File: src/rtl/biriscv_commit_buffer.sv
// Commit record FIFO between the writeback stage and an external lockstep checker.
// Every retired or trapping instruction gets a sequence number so dropped records show up as gaps.
`timescale 1ns/1ps
module biriscv_commit_buffer #(
  parameter int DEPTH    = 8,
  parameter int DEPTH_W  = 3,
  parameter int HEADROOM = 3
) (
  input  logic               clk_i,
  input  logic               rst_i,
  input  logic               valid_wb_i,
  input  logic [4:0]         rd_wb_i,
  input  logic [31:0]        result_wb_i,
  input  logic [31:0]        pc_wb_i,
  input  logic [31:0]        opcode_wb_i,
  input  logic [5:0]         exception_wb_i,
  input  logic               csr_write_wb_i,
  input  logic [11:0]        csr_waddr_wb_i,
  input  logic [31:0]        csr_wdata_wb_i,
  input  logic               flush_i,
  input  logic               clr_overflow_i,
  output logic               entry_valid_o,
  input  logic               entry_accept_i,
  output logic [15:0]        entry_seq_o,
  output logic [31:0]        entry_pc_o,
  output logic [31:0]        entry_opcode_o,
  output logic [31:0]        entry_result_o,
  output logic [4:0]         entry_rd_o,
  output logic [5:0]         entry_exception_o,
  output logic               entry_csr_write_o,
  output logic [11:0]        entry_csr_waddr_o,
  output logic [31:0]        entry_csr_wdata_o,
  output logic [DEPTH_W:0]   level_o,
  output logic               stall_o,
  output logic               overflow_o
);

  typedef struct packed {
    logic [15:0] seq;
    logic [31:0] pc;
    logic [31:0] opcode;
    logic [31:0] result;
    logic [4:0]  rd;
    logic [5:0]  exception;
    logic        csr_write;
    logic [11:0] csr_waddr;
    logic [31:0] csr_wdata;
  } rec_t;

  localparam logic [DEPTH_W:0] FULL_LVL  = (DEPTH_W+1)'(DEPTH);
  localparam logic [DEPTH_W:0] STALL_LVL = (DEPTH_W+1)'(DEPTH - HEADROOM);

  rec_t               mem_q [DEPTH];
  logic [DEPTH_W-1:0] wr_ptr_q;
  logic [DEPTH_W-1:0] rd_ptr_q;
  logic [DEPTH_W:0]   count_q;
  logic [15:0]        seq_q;
  logic               overflow_q;

  logic cap;
  logic empty;
  logic full;
  logic push;
  logic pop;
  logic drop;
  rec_t wr_rec;
  rec_t head_rec;

  assign cap   = valid_wb_i | (|exception_wb_i);
  assign empty = (count_q == '0);
  assign full  = (count_q == FULL_LVL);
  assign pop   = ~empty & entry_accept_i & ~flush_i;
  // A full FIFO still accepts a capture when the head leaves in the same cycle.
  assign push  = cap & ~flush_i & (~full | pop);
  assign drop  = cap & ~flush_i & full & ~pop;

  assign wr_rec = '{seq:       seq_q,
                    pc:        pc_wb_i,
                    opcode:    opcode_wb_i,
                    result:    result_wb_i,
                    rd:        rd_wb_i,
                    exception: exception_wb_i,
                    csr_write: csr_write_wb_i,
                    csr_waddr: csr_waddr_wb_i,
                    csr_wdata: csr_wdata_wb_i};

  always_ff @(posedge clk_i) begin
    if (rst_i) begin
      wr_ptr_q   <= '0;
      rd_ptr_q   <= '0;
      count_q    <= '0;
      seq_q      <= '0;
      overflow_q <= 1'b0;
    end else begin
      // Sequence advances on every capture, including dropped and flushed ones.
      if (cap)
        seq_q <= seq_q + 16'd1;
      if (flush_i) begin
        wr_ptr_q <= '0;
        rd_ptr_q <= '0;
        count_q  <= '0;
      end else begin
        if (push)
          wr_ptr_q <= wr_ptr_q + DEPTH_W'(1);
        if (pop)
          rd_ptr_q <= rd_ptr_q + DEPTH_W'(1);
        if (push && !pop)
          count_q <= count_q + (DEPTH_W+1)'(1);
        else if (pop && !push)
          count_q <= count_q - (DEPTH_W+1)'(1);
      end
      if (drop)
        overflow_q <= 1'b1;
      else if (clr_overflow_i)
        overflow_q <= 1'b0;
    end
  end

  always_ff @(posedge clk_i) begin
    if (push)
      mem_q[wr_ptr_q] <= wr_rec;
  end

  assign head_rec = empty ? '0 : mem_q[rd_ptr_q];

  assign entry_valid_o     = ~empty;
  assign entry_seq_o       = head_rec.seq;
  assign entry_pc_o        = head_rec.pc;
  assign entry_opcode_o    = head_rec.opcode;
  assign entry_result_o    = head_rec.result;
  assign entry_rd_o        = head_rec.rd;
  assign entry_exception_o = head_rec.exception;
  assign entry_csr_write_o = head_rec.csr_write;
  assign entry_csr_waddr_o = head_rec.csr_waddr;
  assign entry_csr_wdata_o = head_rec.csr_wdata;
  assign level_o           = count_q;
  // Registered count only, so issue stall never loops back through the capture path.
  assign stall_o           = (count_q >= STALL_LVL);
  assign overflow_o        = overflow_q;

endmodule

File: config.mk
export PLATFORM = sky130hd
export DESIGN_NAME = biriscv_commit_buffer
export DESIGN_NICKNAME = d
export VERILOG_FILES = /design/src/rtl/biriscv_commit_buffer.sv
export SDC_FILE = /design/constraint.sdc
export NUM_CORES = 1
export LEC_CHECK = 0
export BUFFER_PORTS_ARGS = -buffer_cell sky130_fd_sc_hd__buf_2
export CAP_MARGIN = 20
export CORE_ASPECT_RATIO = 0.9
export CORE_MARGIN = 2
export CORE_UTILIZATION = 55
export CTS_CLUSTER_SIZE = 10
export DETAILED_ROUTE_END_ITERATION = 16
export HOLD_SLACK_MARGIN = 0.03
export PLACE_DENSITY = 0.73
export SLEW_MARGIN = 5
export SYNTH_ARGS = -nofsm -noshare
export SYNTH_HDL_FRONTEND = slang
export SYNTH_SLANG_ARGS = --single-unit
File: constraint.sdc
create_clock -name clk_i -period 33.1 [get_ports clk_i]
set_input_delay 4.965 -clock clk_i [delete_from_list [all_inputs] [get_ports clk_i]]
set_output_delay 4.965 -clock clk_i [all_outputs]
set_load 0.05 [all_outputs]
Word level (Yosys, flattened, before mapping)
Memory sizes are Yosys's and may differ from the RTL's. A register that Yosys moved wholly into a read port is not among the register bits.
Cells that the tools add are included.
Word-level totals
  register bits after elaboration: 27
  output and inout bits: 175
  memory bits (writable): 1344
  input bits: 158
  memories kept: 1
  logic and storage cells: 43
Cells by class
  bitwise operators: 12
  order comparisons: 1
  add/sub/neg operators: 5
  eq/ne operators: 1
  reductions and logical operators: 9
  muxes and demuxes: 9
Memory list
  mem_q: words 8, bits a word 168, read ports 1, clocked after Yosys merged registers in 1, wr ports 1, line 53  | rec_t mem_q [DEPTH];
Operator list (count)
  2-to-1 mux 168 bit: 1
  adder 16 x 1 -> 16 bit, second input constant: 1
  2-to-1 mux 4 bit: 2
  adder 3 x 1 -> 3 bit, second input constant: 2
  AND 1 bit: 6
  2-to-1 mux 3 bit: 2
  OR reduction 6 bit: 1
  adder 4 x 1 -> 4 bit, second input constant: 1
  == test 4 bit, second input constant: 1
  greater-or-equal comparator 4 x 3 -> 1 bit, second input constant: 1
  zero test 4 bit: 1
  2-to-1 mux 1 bit: 4
  NOT 1 bit: 4
  nonzero test 2 bit: 2
  subtractor 4 x 1 -> 4 bit, second input constant: 1
  logical AND 1 bit: 2
  zero test 1 bit: 2
  OR 1 bit: 2
  OR reduction 2 bit: 1

Depth between registers and ports, before layout
  depth after elaboration: 10
  mapped depth: 11
  depth with buffers taken out: 11

Worst setup path before layout
No wires, ideal clock.
  kind: input to register
  start: in exception_wb_i[5]
  end: mem mem_q[0][0] in the netlist's numbering, enable pin
  slack: 10.735 ns
  stages: 4
  path buffers: 0
  required time: 31.993 ns
  data arrival time: 21.258 ns
  library setup time: 1.107 ns
  path through: nor3_1 a21oi_1 nand2_1 nor4_1
Between the ends
  longest elaborated chain between the ends: 6
RTL lines
  start, declared: line 16  | input logic [5:0] exception_wb_i,
  OR reduction 6 bit: line 69  | assign cap = valid_wb_i | (|exception_wb_i);
  OR 1 bit: line 69
  AND 1 bit (2 in a row): line 74  | assign push = cap & ~flush_i & (~full | pop);
  2-to-1 mux 1 bit: line 120  | if (push)
  2-to-1 mux 1 bit (implied by the code): line 121  | mem_q[wr_ptr_q] <= wr_rec;
  end, declared: line 53
No other way between the ends.

==> results <==
- The flow ran to the end, and the final reports show no timing, DRC or antenna violations.
- The routed design has 108000 µm of wire.
- A synthesized cell averages 22.7 µm².
- The area used by sequential logic in the layout is 41000 µm².
- For this design, the sink count on the clock tree is 1374.
- The area share of and/or/nand/nor cells after synthesis is 2.00%.
- The remaining design rule violation count is 0.
- In this run the core area contains 107 standard-cell rows.
- The main flop type after synthesis is sky130_fd_sc_hd__edfxtp_1.
- Counting distinct cell types in the post-synthesis netlist gives 45.
- Counting flops with a built-in enable in the synthesized netlist gives 1344.
- The global-route usage over all layers is 22.5%.
- The element type at the critical path end is an output port.
- The final worst clock skew is 0.0190 ns.
- The total leakage power is 18.9 nW.
- The final number of setup-violating endpoints is 0.
- The vertical extent of the die is 297 µm.
- The number of antenna violations at the first check in global routing is 22.
- The average wire per standard cell is 26.8 µm.
- Sequential cells were found to cover 78.3% of the synthesized design area.
- Across all layers, the routed design uses 24600 vias.
- The post-route netlist has 32.9% of its cells at a drive strength greater than 1.
- The count of final max-slew check failures is 0.
- After synthesis, the largest family of logic cells by area is multiplexers.
- Based on the critical path, the design can be clocked at up to 89.0 MHz.
- The multi-input gate area in the final layout is 10800 µm².
- The cell that appears most often on the critical path is sky130_fd_sc_hd__buf_4.
- Across the run, the number of max-cap violations was 0.
- The H-tree depth is 4.
- The effective utilization at floorplan is 55.4%.
- After clock tree synthesis, the clock-pin slew on the worst setup and hold paths is 0.06 ns.
- The root cell of the clock tree is sky130_fd_sc_hd__clkbuf_16.
- Summed over its instances, the top area cell type makes up 77.2% of the synthesized netlist area.
- By area the synthesized netlist is led by sky130_fd_sc_hd__edfxtp_1 77%, sky130_fd_sc_hd__mux4_2 14%, sky130_fd_sc_hd__mux2i_1 3.3%, sky130_fd_sc_hd__nor2_1 1.4%, sky130_fd_sc_hd__dfxtp_1 1.1%.
- The area fraction in compound gates after synthesis is 0.505%.
- The share of the clock period used by the worst path is 33.9%.
- The post-cts sizing count is 0.
- The worst path needs 11.24 ns of the cycle, external delays included.
- The layout has 6219 filler cells.
- In the synthesized netlist the async set-or-reset flop fraction comes to 0%.
- The area share of fa/ha/maj cells after synthesis is 0.182%.
- The floorplan step set the die width to 329 µm.
- The clock share of power is 40.4%.
- The wire length of the first global-routing pass is 160000 µm.
- Post-CTS timing repair inserted 0 buffers for setup.
- The number of hold buffers added after CTS was 0.
- The area growth from synthesis to layout is 14.5%.
- The classification of the worst-slack hold path is flop to flop.
- The number of optimization iterations in the first detailed-route pass is 5.
- The final-report hold violation count is 0.
- The delay of the slowest critical-path stage is 0.90 ns.
- The signal on the critical path passes through buf_4, buf_4, buf_4, buf_4, mux4_2, mux2i_1, nor2_1, buf_2.
- The total overflow left after global routing is 0.
- Combinational logic burns 7.9% of the power.
- The antenna violation net count after detailed routing is 0.
- The start-to-end type of the worst setup path is flop to output port.
- The count of input and output buffers is 332.
- Counting flops and latches in the post-synthesis netlist gives 1374.
- The required time of the critical path is 28.13 ns.
- The later-pin clock latency in the skew report is 0.74 ns.
- The net count after synthesis is 2469.
- The biggest fanout along the worst timing path is 50.
- The cell with the biggest individual delay on the critical path is sky130_fd_sc_hd__buf_4.
- The congestion estimate from routability-driven global placement came to 0.731.
- Counting the buffers created by CTS gives 157.
- The maximum number of buffers from clock root to sink is 3.
- The gate count after technology mapping is 2304.
- The standard cell core area is 94400 µm².
- In this run switching power makes up 22.9% of total power.
- The post-DP HPWL is 57900 µm.
- The number of top-level design ports is 333.
- After routing, the total negative slack on setup checks comes to 0 ns.
- Cell internal power was estimated by the tool at 2.90 mW.
- The die covers 97600 µm².
- The launching element type of the critical path is a flop.
- The tightest slew margin relative to the limit is 25.9%.
- The sequential share of power is 51.7%.
- The cell taking the most area after synthesis is sky130_fd_sc_hd__edfxtp_1.
- The final-stage net count is 2890.
- Dividing total power by cell area gives a power density of 62.9 nW/µm².
- The clock tree from TritonCTS is yes.
- The arrival time at the worst endpoint is 6.27 ns.
- The violation count after the first detailed-route iteration is 2553.
- The switching power total is 0.861 mW.
- The post-synthesis instance area is 52300 µm².
- The final worst setup slack is 21.86 ns.
- VDD sags by at most 0.0000525 V.
- In the routed layout, each cell is associated on average with a via count of 6.10.
- The worst-margin pin slew is 1.11 ns.
- The worst setup slack before clock tree synthesis is 22.36 ns.
- After Yosys synthesis, XOR and XNOR cells account for 0.167% of the synthesized area.
- In the synthesized netlist, mux cells make up 17.8% of the area.
- The warning count from the yosys run is 0.
- The number of global-route vias before repair was 25600.
- Setup repair after global routing left no endpoint under its margin.
- The largest net degree at the start of global routing is 121.
-- power groups by stage --
| stage | logic, mW | clock network (mW) | registers (mW) |
|---|---|---|---|
| CTS | 0.300 | 1.55 | 1.95 |
| floorplan | 0.200 | 0 | 1.99 |
| global placement | 0.295 | 0 | 1.98 |
| detailed placement | 0.299 | 0 | 1.98 |
| global route | 0.314 | 1.62 | 1.95 |
| finish | 0.297 | 1.52 | 1.95 |
-- state kept, by name, indices dropped and copies added (netlist names), named ones only --
name / count
wr_ptr_q: 3
level_o: 4
mem_q: 1344
rd_ptr_q: 3
overflow_o: 1
seq_q: 16
-- metal layers --
metal	track usage, %	up-vias	part of all wire [%]
li1	-	10400	-
met1	32.3	13100	41
met2	35.4	939	49
met3	4.37	200	7.3
met4	7.00	20	2.3
met5	0	-	0.12
-- path summary, 6_finish.rpt --
check,start,slack (ns),depth (start not counted),to
hold / removal,rd_ptr_q[1],0.51,2,flop
setup / recovery,flop,21.86,8,entry_opcode_o[13]
setup reg to reg,level_o[0],29.80,6,mem_q[4][108]
hold reg to reg,rd_ptr_q[1],0.51,2,flop
-- cell usage after synthesis, types with 3 or more instances --
master and n:
sky130_fd_sc_hd__mux2i_1 170, sky130_fd_sc_hd__o2111ai_1 3, sky130_fd_sc_hd__buf_1 10, sky130_fd_sc_hd__o31ai_1 7, sky130_fd_sc_hd__mux4_2 336, sky130_fd_sc_hd__nor2_1 191
sky130_fd_sc_hd__ha_1 6, sky130_fd_sc_hd__a21oi_1 15, sky130_fd_sc_hd__or4_1 7, sky130_fd_sc_hd__buf_2 56, sky130_fd_sc_hd__dfxtp_1 30, sky130_fd_sc_hd__and3_1 3
sky130_fd_sc_hd__nor3_1 6, sky130_fd_sc_hd__nand3_1 8, sky130_fd_sc_hd__inv_1 5, sky130_fd_sc_hd__edfxtp_1 1344, sky130_fd_sc_hd__o21ai_0 5, sky130_fd_sc_hd__xnor2_1 4
sky130_fd_sc_hd__xor2_1 6, sky130_fd_sc_hd__nand2_1 9, sky130_fd_sc_hd__nand2b_1 4, sky130_fd_sc_hd__buf_4 4, sky130_fd_sc_hd__clkbuf_1 47
-- stage by stage --
stage / area (µm²) / std cells / power [mW] / hold WS (ns) / util (%)
floorplan: 52300 / 2304 / 2.19 / 0.472 / -
global route: 59800 / 4034 / 3.88 / 0.557 / 63.4
detailed placement: 55400 / 3819 / 2.28 / 0.501 / 58.7
finish: 59900 / 4040 / 3.76 / 0.513 / 63.4
global placement: 55400 / 3818 / 2.27 / 0.482 / 58.7
CTS: 59800 / 4031 / 3.79 / 0.513 / 63.4
-- cell usage in the layout (no fill, tap or decap), types with 2 or more instances in the layout --
cell type,instances
sky130_fd_sc_hd__edfxtp_1,1344
sky130_fd_sc_hd__mux4_2,336
sky130_fd_sc_hd__buf_2,332
sky130_fd_sc_hd__nor2_1,188
sky130_fd_sc_hd__mux2i_1,170
sky130_fd_sc_hd__clkbuf_16,161
sky130_fd_sc_hd__buf_4,47
sky130_fd_sc_hd__clkbuf_1,37
sky130_fd_sc_hd__dfxtp_1,27
sky130_fd_sc_hd__a21oi_1,15
sky130_fd_sc_hd__diode_2,9
sky130_fd_sc_hd__nand2_1,9
sky130_fd_sc_hd__nand3_1,8
sky130_fd_sc_hd__o31ai_1,7
sky130_fd_sc_hd__or4_1,7
sky130_fd_sc_hd__xor2_1,6
sky130_fd_sc_hd__ha_1,6
sky130_fd_sc_hd__inv_1,5
sky130_fd_sc_hd__o21ai_0,5
sky130_fd_sc_hd__inv_6,5
sky130_fd_sc_hd__nand2b_1,4
sky130_fd_sc_hd__nor3_2,4
sky130_fd_sc_hd__xnor2_1,4
sky130_fd_sc_hd__clkinv_8,4
sky130_fd_sc_hd__nor2_4,3
sky130_fd_sc_hd__and3_1,3
sky130_fd_sc_hd__o2111ai_1,3
sky130_fd_sc_hd__dfxtp_4,3
sky130_fd_sc_hd__inv_16,3
sky130_fd_sc_hd__nor3_1,2
sky130_fd_sc_hd__and4_1,2
sky130_fd_sc_hd__or3_2,2
sky130_fd_sc_hd__nor2b_1,2
sky130_fd_sc_hd__a31o_2,2
sky130_fd_sc_hd__bufinv_16,2
-- logic make-up after synthesis --
logic type,after synthesis
XOR/XNOR,10
multiplexers,507
buffers and inverters,124
AO/OA/AOI/OAI,39
AND/OR/NAND/NOR,243
flip-flops,1374
adder cells (fa/ha/maj),7
-- cell type report --
class	instances	area share [%]
clock buffers	198	6.96
clock inverters	14	0.382
multi-input cells	806	18.1
flip-flops and latches	1374	68.4
diodes	9	0.0376
well taps	1253	2.62
inverters	5	0.0314
repair buffers	381	3.44
-- worst max-delay path, delay by kind of cell (launching register included) --
family | cells | cell delay [ns]
multiplexers | 2 | 0.82
buffers and inverters | 5 | 3.63
flip-flops | 1 | 0.82
AND/OR/NAND/NOR | 1 | 0.09
No activity file was read; power rests on OpenSTA's default activity.
